## src/rtl/uart_pkg.sv

```systemverilog
// Shared UART definitions: parity modes, state encoding and frame-length helper.
package uart_pkg;

  localparam int PARITY_NONE = 0;
  localparam int PARITY_EVEN = 1;
  localparam int PARITY_ODD  = 2;

  localparam logic [2:0] ST_IDLE   = 3'd0;
  localparam logic [2:0] ST_START  = 3'd1;
  localparam logic [2:0] ST_DATA   = 3'd2;
  localparam logic [2:0] ST_PARITY = 3'd3;
  localparam logic [2:0] ST_STOP   = 3'd4;

  typedef enum logic [2:0] {
    IDLE   = ST_IDLE,
    START  = ST_START,
    DATA   = ST_DATA,
    PARITY = ST_PARITY,
    STOP   = ST_STOP
  } uart_state_t;

  // Whole-frame duration in clk2 cycles, start bit through last stop bit.
  function automatic int frame_len(input int data_bits, input int clks_per_bit,
                                   input int parity_mode, input int stop_bits);
    return (1 + data_bits + ((parity_mode != PARITY_NONE) ? 1 : 0) + stop_bits)
           * clks_per_bit;
  endfunction

endpackage

```

## src/rtl/uart_baud_tick.sv

```systemverilog
// Bit-period timer: counts 0..CLKS_PER_BIT-1 and flags the last cycle of each bit.
module uart_baud_tick
  import uart_pkg::*;
#(
  parameter int CLKS_PER_BIT = 16
) (
  input  logic clk2,
  input  logic reset,
  input  logic clear,
  output logic bit_end
);

  localparam int CW = (CLKS_PER_BIT > 1) ? $clog2(CLKS_PER_BIT) : 1;

  logic [CW-1:0] tick_cnt;

  assign bit_end = (tick_cnt == CW'(CLKS_PER_BIT - 1));

  // NOTE: sequential state is always written with non-blocking assignments so
  // every flop samples the pre-edge value of its neighbours.
  always_ff @(posedge clk2) begin
    if (reset || clear || bit_end) tick_cnt <= '0;
    else                           tick_cnt <= tick_cnt + CW'(1);
  end

endmodule

```

## src/rtl/uart_tx_frame.sv

```systemverilog
// Parametrised UART transmitter: start, DATA_BITS LSB first, optional parity, 1-2 stops.
// Optional line-break support is compiled in with `define UART_TX_BREAK_EN.
module uart_tx_frame
  import uart_pkg::*;
#(
  parameter int DATA_BITS    = 8,
  parameter int CLKS_PER_BIT = 16,
  parameter int PARITY_MODE  = PARITY_NONE,
  parameter int STOP_BITS    = 1
) (
  input  logic                 clk2,
  input  logic                 reset,
  input  logic                 tx_valid,
  input  logic [DATA_BITS-1:0] tx_data,
  output logic                 tx_ready,
  output logic                 TXdataOut,
  output logic                 tx_busy
`ifdef UART_TX_BREAK_EN
  ,
  input  logic                 break_req
`endif
);

  localparam int BIT_W = $clog2(DATA_BITS);

  uart_state_t          state, state_nxt;
  logic [DATA_BITS-1:0] shreg, shreg_nxt;
  logic [BIT_W-1:0]     bit_cnt, bit_cnt_nxt;
  logic                 par, par_nxt;
  logic                 line, line_nxt;
  logic                 ready_en;
  logic                 bit_end;
  logic                 last_stop;
  logic                 transfer;
  logic                 break_now;
  logic                 brk;

  uart_baud_tick #(.CLKS_PER_BIT(CLKS_PER_BIT)) u_tick (
    .clk2   (clk2),
    .reset  (reset),
    .clear  (transfer || (state == IDLE)),
    .bit_end(bit_end)
  );

`ifdef UART_TX_BREAK_EN
  assign break_now = break_req;

  // Break only takes the line once the frame has fully drained.
  always_ff @(posedge clk2) begin
    if (reset) brk <= 1'b0;
    else       brk <= break_now && ((state == IDLE) || last_stop);
  end
`else
  assign break_now = 1'b0;
  assign brk       = 1'b0;
`endif

  assign last_stop = (state == STOP) && bit_end && (bit_cnt == BIT_W'(STOP_BITS - 1));
  assign tx_ready  = ready_en && !brk && !break_now && ((state == IDLE) || last_stop);
  assign transfer  = tx_valid && tx_ready;
  assign tx_busy   = (state != IDLE);
  assign TXdataOut = line;

  // NOTE: every always_comb output gets a default first, so no path can leave
  // it unassigned and infer a latch.
  always_comb begin
    state_nxt   = state;
    shreg_nxt   = shreg;
    bit_cnt_nxt = bit_cnt;
    par_nxt     = par;
    line_nxt    = line;

    case (state)
      IDLE: line_nxt = !break_now;
      START: begin
        if (bit_end) begin
          state_nxt   = DATA;
          line_nxt    = shreg[0];
          shreg_nxt   = shreg >> 1;
          bit_cnt_nxt = '0;
        end
      end
      DATA: begin
        if (bit_end) begin
          if (bit_cnt == BIT_W'(DATA_BITS - 1)) begin
            bit_cnt_nxt = '0;
            if (PARITY_MODE != PARITY_NONE) begin
              state_nxt = PARITY;
              line_nxt  = par;
            end else begin
              state_nxt = STOP;
              line_nxt  = 1'b1;
            end
          end else begin
            bit_cnt_nxt = bit_cnt + BIT_W'(1);
            line_nxt    = shreg[0];
            shreg_nxt   = shreg >> 1;
          end
        end
      end
      PARITY: begin
        if (bit_end) begin
          state_nxt   = STOP;
          line_nxt    = 1'b1;
          bit_cnt_nxt = '0;
        end
      end
      STOP: begin
        if (last_stop) begin
          state_nxt = IDLE;
          line_nxt  = !break_now;
        end else if (bit_end) begin
          bit_cnt_nxt = bit_cnt + BIT_W'(1);
        end
      end
      default: state_nxt = IDLE;
    endcase

    // A transfer overrides IDLE or the final stop cycle: start bit appears next cycle.
    if (transfer) begin
      state_nxt   = START;
      line_nxt    = 1'b0;
      shreg_nxt   = tx_data;
      bit_cnt_nxt = '0;
      par_nxt     = (PARITY_MODE == PARITY_ODD) ? ~^tx_data : ^tx_data;
    end
  end

  always_ff @(posedge clk2) begin
    if (reset) begin
      state    <= IDLE;
      shreg    <= '0;
      bit_cnt  <= '0;
      par      <= 1'b0;
      line     <= 1'b1;
      ready_en <= 1'b0;
    end else begin
      state    <= state_nxt;
      shreg    <= shreg_nxt;
      bit_cnt  <= bit_cnt_nxt;
      par      <= par_nxt;
      line     <= line_nxt;
      ready_en <= 1'b1;
    end
  end

endmodule

```

## config.mk

```make
export PLATFORM = sky130hd
export DESIGN_NAME = uart_tx_frame
export DESIGN_NICKNAME = d
export VERILOG_FILES = /design/src/rtl/uart_pkg.sv /design/src/rtl/uart_baud_tick.sv /design/src/rtl/uart_tx_frame.sv
export SDC_FILE = /design/constraint.sdc
export NUM_CORES = 1
export LEC_CHECK = 0
export BUFFER_PORTS_ARGS = -buffer_cell sky130_fd_sc_hd__buf_2
export CORE_AREA = 2 2 46 48
export CTS_CLUSTER_SIZE = 16
export DETAILED_ROUTE_END_ITERATION = 10
export DIE_AREA = 0 0 48 50
export PLACE_DENSITY = 0.73
export SYNTH_ARGS = -nofsm -noshare
export SYNTH_HDL_FRONTEND = slang
export SYNTH_SLANG_ARGS = --single-unit
```

## constraint.sdc

```tcl
create_clock -name clk2 -period 1.83 [get_ports clk2]
set_input_delay 0.2745 -clock clk2 [delete_from_list [all_inputs] [get_ports clk2]]
set_output_delay 0.2745 -clock clk2 [all_outputs]
set_load 0.03 [all_outputs]
```

After elaboration in Yosys (flattened, before gate mapping)
Cells that the tools add are included.

storage, ports and cells
  register bits after elaboration = 20
  output and inout bits = 3

operators by class
  bitwise gates (word level) = 1
  equal/unequal tests = 21
  multiplexer cells = 26
  add/subtract/negate cells = 2
  reduce and logical (&&, ||, !) cells = 21

operators by type and width
  cell                 count
  $mux 8               4
  $mux 3               10
  $ne 3x3->1 const B   6
  $ne 2x2->1 const B   8
  $pmux 8 s2           1
  $pmux 3 s5           1
  $reduce_and 6->1     2
  $reduce_and 5->1     2
  $pmux 3 s3           1
  $reduce_bool 3->1    3
  $mux 1               8
  $eq 3x2->1 const B   2
  $eq 3x3->1 const B   2
  $logic_not 3->1      2
  $reduce_bool 6->1    1
  $pmux 1 s5           1
  $add 4x1->4 const B  1
  $eq 4x4->1 const B   1
  $logic_and 1x1->1    4
  $logic_or 1x1->1     4
  $reduce_and 4->1     1
  $reduce_or 2->1      2
  $add 3x1->3 const B  1
  $eq 3x1->1 const B   1
  2 further kinds      2

Longest topological paths before layout
  depth in word-level cells = 9
  gate-level depth with buffers = 8
  mapped depth without buffers = 7

By module
Synthesis repeated with hierarchy kept, for this count alone.

second synthesis, totals
  cells, all modules = 107
  area total of the unflattened synthesis = 1,034.7 um^2

by module, submodules not included
  module          seq. area each (um^2)  cells an instance  times used  area an instance (um^2)
  uart_tx_frame   320.3                  91                 1           877.1
  uart_baud_tick  80.1                   16                 1           157.7

Worst setup path before layout
Ideal clock, no wire load.

  path kind = register to register
  start = register bit_cnt[0]
  end = register shreg[0]
  arrival = 1,554 ps
  stages on the path, launching flop included = 8
  library setup time = 134 ps
  path buffers = 0
  period minus slack after synthesis = 1,688 ps
  required time = 1,696 ps
  slack = 142 ps
  path through = dfxtp_1 ha_1 ha_1 nor2_1 a21oi_2 nor3_4 mux2i_1 a211oi_1

on the way
  cells in the longest elaborated chain, start to end = 7
  elaborated cells between the ends (all ways) = 12
  classes of those cells = 4 x eq/ne; 1 x mux; 7 x reduce/logical

ends and longest elaborated chain
  what                                                              line                  source
  start: declaration                                                uart_tx_frame.sv:28   logic [BIT_W-1:0] bit_cnt, bit_cnt_nxt;
  start signal: assignment                                          uart_tx_frame.sv:140  bit_cnt <= bit_cnt_nxt;
  $logic_not 3->1                                                   uart_tx_frame.sv:58   assign last_stop = (state == STOP) && bit_end && (bit_cnt == BIT_W'(STOP_BITS - 1));
  $logic_and 1x1->1                                                 uart_tx_frame.sv:58
  $logic_or 1x1->1                                                  uart_tx_frame.sv:59   assign tx_ready = ready_en && !brk && !break_now && ((state == IDLE) || last_stop);
  $logic_and 1x1->1                                                 uart_tx_frame.sv:59
  $logic_and 1x1->1                                                 uart_tx_frame.sv:60   assign transfer = tx_valid && tx_ready;
  $ne 3x3->1 (no source line) or $reduce_bool 3->1 (tied branches)  -
  $reduce_and 4->1 (no source line)                                 -
  end signal: assignment                                            uart_tx_frame.sv:139  shreg <= shreg_nxt;
  end: declaration                                                  uart_tx_frame.sv:27   logic [DATA_BITS-1:0] shreg, shreg_nxt;

Several ways; a longest one is shown, not always the timed one.
A chain may end at the register's enable or synchronous reset.

Final worst setup path
  start = register bit_cnt[0]
  end = output port tx_ready

on the way
  cells in the longest elaborated chain, start to end = 4

ends and longest elaborated chain
  what               line                 source
  $logic_not 3->1    uart_tx_frame.sv:58
  $logic_and 1x1->1  uart_tx_frame.sv:58
  $logic_or 1x1->1   uart_tx_frame.sv:59
  $logic_and 1x1->1  uart_tx_frame.sv:59
  end: declaration   uart_tx_frame.sv:15  output logic tx_ready,

No other way between the ends.

==> flow_summary.ini <==
[run_status]
run_status = complete, no violations

[die]
ioPinCount = 14
die_h_um = 50
core-area_mm2 = 0.001902
dieWidth_um = 48
die_area_mm2 = 0.002400
num_rows = 16
start_util = 0.5099

[pwr]
power_mw = 0.7675
cellPowerDensity_mw_per_mm2 = 648.4
peakVddDrop_mv = 0.4016
leakage_nw = 0.4280

[synthesis]
yosys-top-cells-count = 20 x dfxtp_1, 17 x nor2_1, 9 x mux2i_1
synthCells = 107
ys_types = 30
synth_top_flop_cell = dfxtp_1
post_synth.cell_area_avg_um2 = 9.062
ys_ff_latch = 20
synth_nets = 122
synth_edf_count = 0
ys_seq_area_frac = 0.4129
yosysTopAreaCell = dfxtp_1
netlist_area_um2 = 969.7
ys.warnings.count = 0
synthArstFlopShare = 0
synth_top_cell_area_share = 0.4129
post-synth-top-count-cell = dfxtp_1
synthTopCellsByArea = dfxtp_1 41%, mux2i_1 9.3%, nor2_1 6.6%

[route]
drtAntennaViolNets = 0
wirelength_mm = 1.863
drtPass1Iterations = 4
num_vias = 813
initialDrtViolationCount = 19
top_layer_used = met4
drt-met1-wl_um = 939
avgViaCountPerCell = 5.384
wl_per_cell_um = 12.34
met3_length_um = 66
route.detailed.drc = 0
wl_met2_um = 830

[worst_setup_path]
path_class = reg2out
worstPathRequired_ns = 1.56
startpoint_type = flip-flop
endpoint_kind = output port
cp_max_fo = 3
ff2ff_path_depth = 8
cp_data_arrival_time_ns = 1.47

[layout]
layout.cells.non_filler = 151
nNetsFinal = 141
post-route-cell-area_mm2 = 0.001184
syn2layout_area_growth_pct = 22.07
postLayoutCoreUtil = 0.6224
fill_cells = 173
seq_area_um2 = 404.1
n_antenna_cell = 0
drive_gt1_frac = 0.3145
multi_input_area_um2 = 590.6

[placement]
pre_cts_slack_ns = 0.07616
placed_area_mm2 = 0.001091
io_buffers = 13
hpwlAfterDp_mm = 1.373
dp_cells = 147
gp_congestion = 0.7952

[clocking]
h-tree-depth = 1
clkSinkCount = 20
cts_tree = yes
clkTransAtPathRegs_ns = 0.11
clock_latency_ns = 0.29
cts_buffers = 3
clk_path_buf_depth = 2
cts-root-buf = clkbuf_4
cts_hold_buf = 0

[min_path]
hold_path_class = in2reg
whs_path_depth = 3

[timing]
drv_slew = 0
slew_headroom = 0.7434
setup_viol = 0
fin_crit_ns = 1.749
whs_ns = 0.2434
min_period_over_period = 0.9555
worstMarginPinSlew_ns = 0.3844
fmax_ghz = 0.5719
clock_skew_ns = 0.001225
setup_tns_ns = 0
final-hold-violation-count = 0
setup_slack_ns = 0.08136

[global_routing]
grt_first_pass_wirelength_mm = 3.063
grt_pass1_vias = 713
track_usage = 0.1771
grt_overflow_total = 0
grt_max_degree = 12
antenna_found_initial = 0

[job]
max_cap_viol_count = 0
## flip-flops by register name, summed over array words and instances (netlist names)
signal           cells
shreg                8
bit_cnt              3
TXdataOut            1
ready_en             1
u_tick.tick_cnt      4
state                3
## placed cells by master (no fill, tap or decap), types with 2 or more instances in the layout
cell type / instances
dfxtp_2: 3
o21ai_0: 3
nand2b_1: 3
buf_2: 12
mux2i_1: 9
ha_2: 3
clkbuf_4: 3
a21oi_1: 7
a211oi_1: 7
nor2_1: 16
nand2_1: 5
inv_1: 4
nand3_1: 4
dfxtp_1: 17
xor2_1: 2
buf_4: 3
## what timing repair did
action | CTS | global route
setup endpoints to repair | 1 | 8
resized for setup | 3 | 14
buffers inserted | 0 | 1
pin swaps | 0 | 6
## routing by layer
| metal | vias to the layer above | global-route usage |
|---|---|---|
| li1 | 415 | - |
| met1 | 377 | 0.2483 |
| met2 | 16 | 0.2689 |
| met5 | - | 0 |
| met3 | 5 | 0.03297 |
| met4 | 0 | 0.05405 |
## layout make-up
type                    count  area share
clock buffers               3     0.01903
well taps                  27     0.02854
inverters                   5     0.01586
repair buffers             17     0.09619
flip-flops and latches     20      0.3414
multi-input cells          79      0.4989
## final timing paths
path	start	end	slack, ns
worst max-delay path	bit_cnt[0]	tx_ready	0.08
worst min-delay path	tx_data[7]	shreg[7]	0.24
worst max register to register	bit_cnt[0]	shreg[5]	0.13
worst min register to register	u_tick.tick_cnt[0]	u_tick.tick_cnt[0]	0.43
## power by group
part           internal (mW)  total [mW]  switching [mW]
Combinational         0.0397      0.0962          0.0564
Clock                 0.0766       0.205           0.128
Sequential             0.454       0.467          0.0129
## kinds of logic (layout without fill, tap and decap cells)
| group | after synthesis | after routing | share of synthesized area |
|---|---|---|---|
| xor gates and xnor gates | 2 | 2 | 0.01807 |
| muxes | 9 | 9 | 0.09291 |
| adders and majority gates | 4 | 4 | 0.05161 |
| DFF | 20 | 20 | 0.4129 |
| buffers and inverters | 8 | 25 | 0.03226 |
| AOI/OAI and AO/OA | 24 | 24 | 0.1665 |
| and+or+nand+nor | 40 | 40 | 0.2258 |
## critical path, stage by stage (launching register included)
cell	delay, ns
dfxtp_2	0.34
inv_2	0.06
ha_2	0.19
nand2b_4	0.07
o21ai_4	0.18
and3_4	0.21
buf_6	0.13
(Power assumes the default switching activity.)
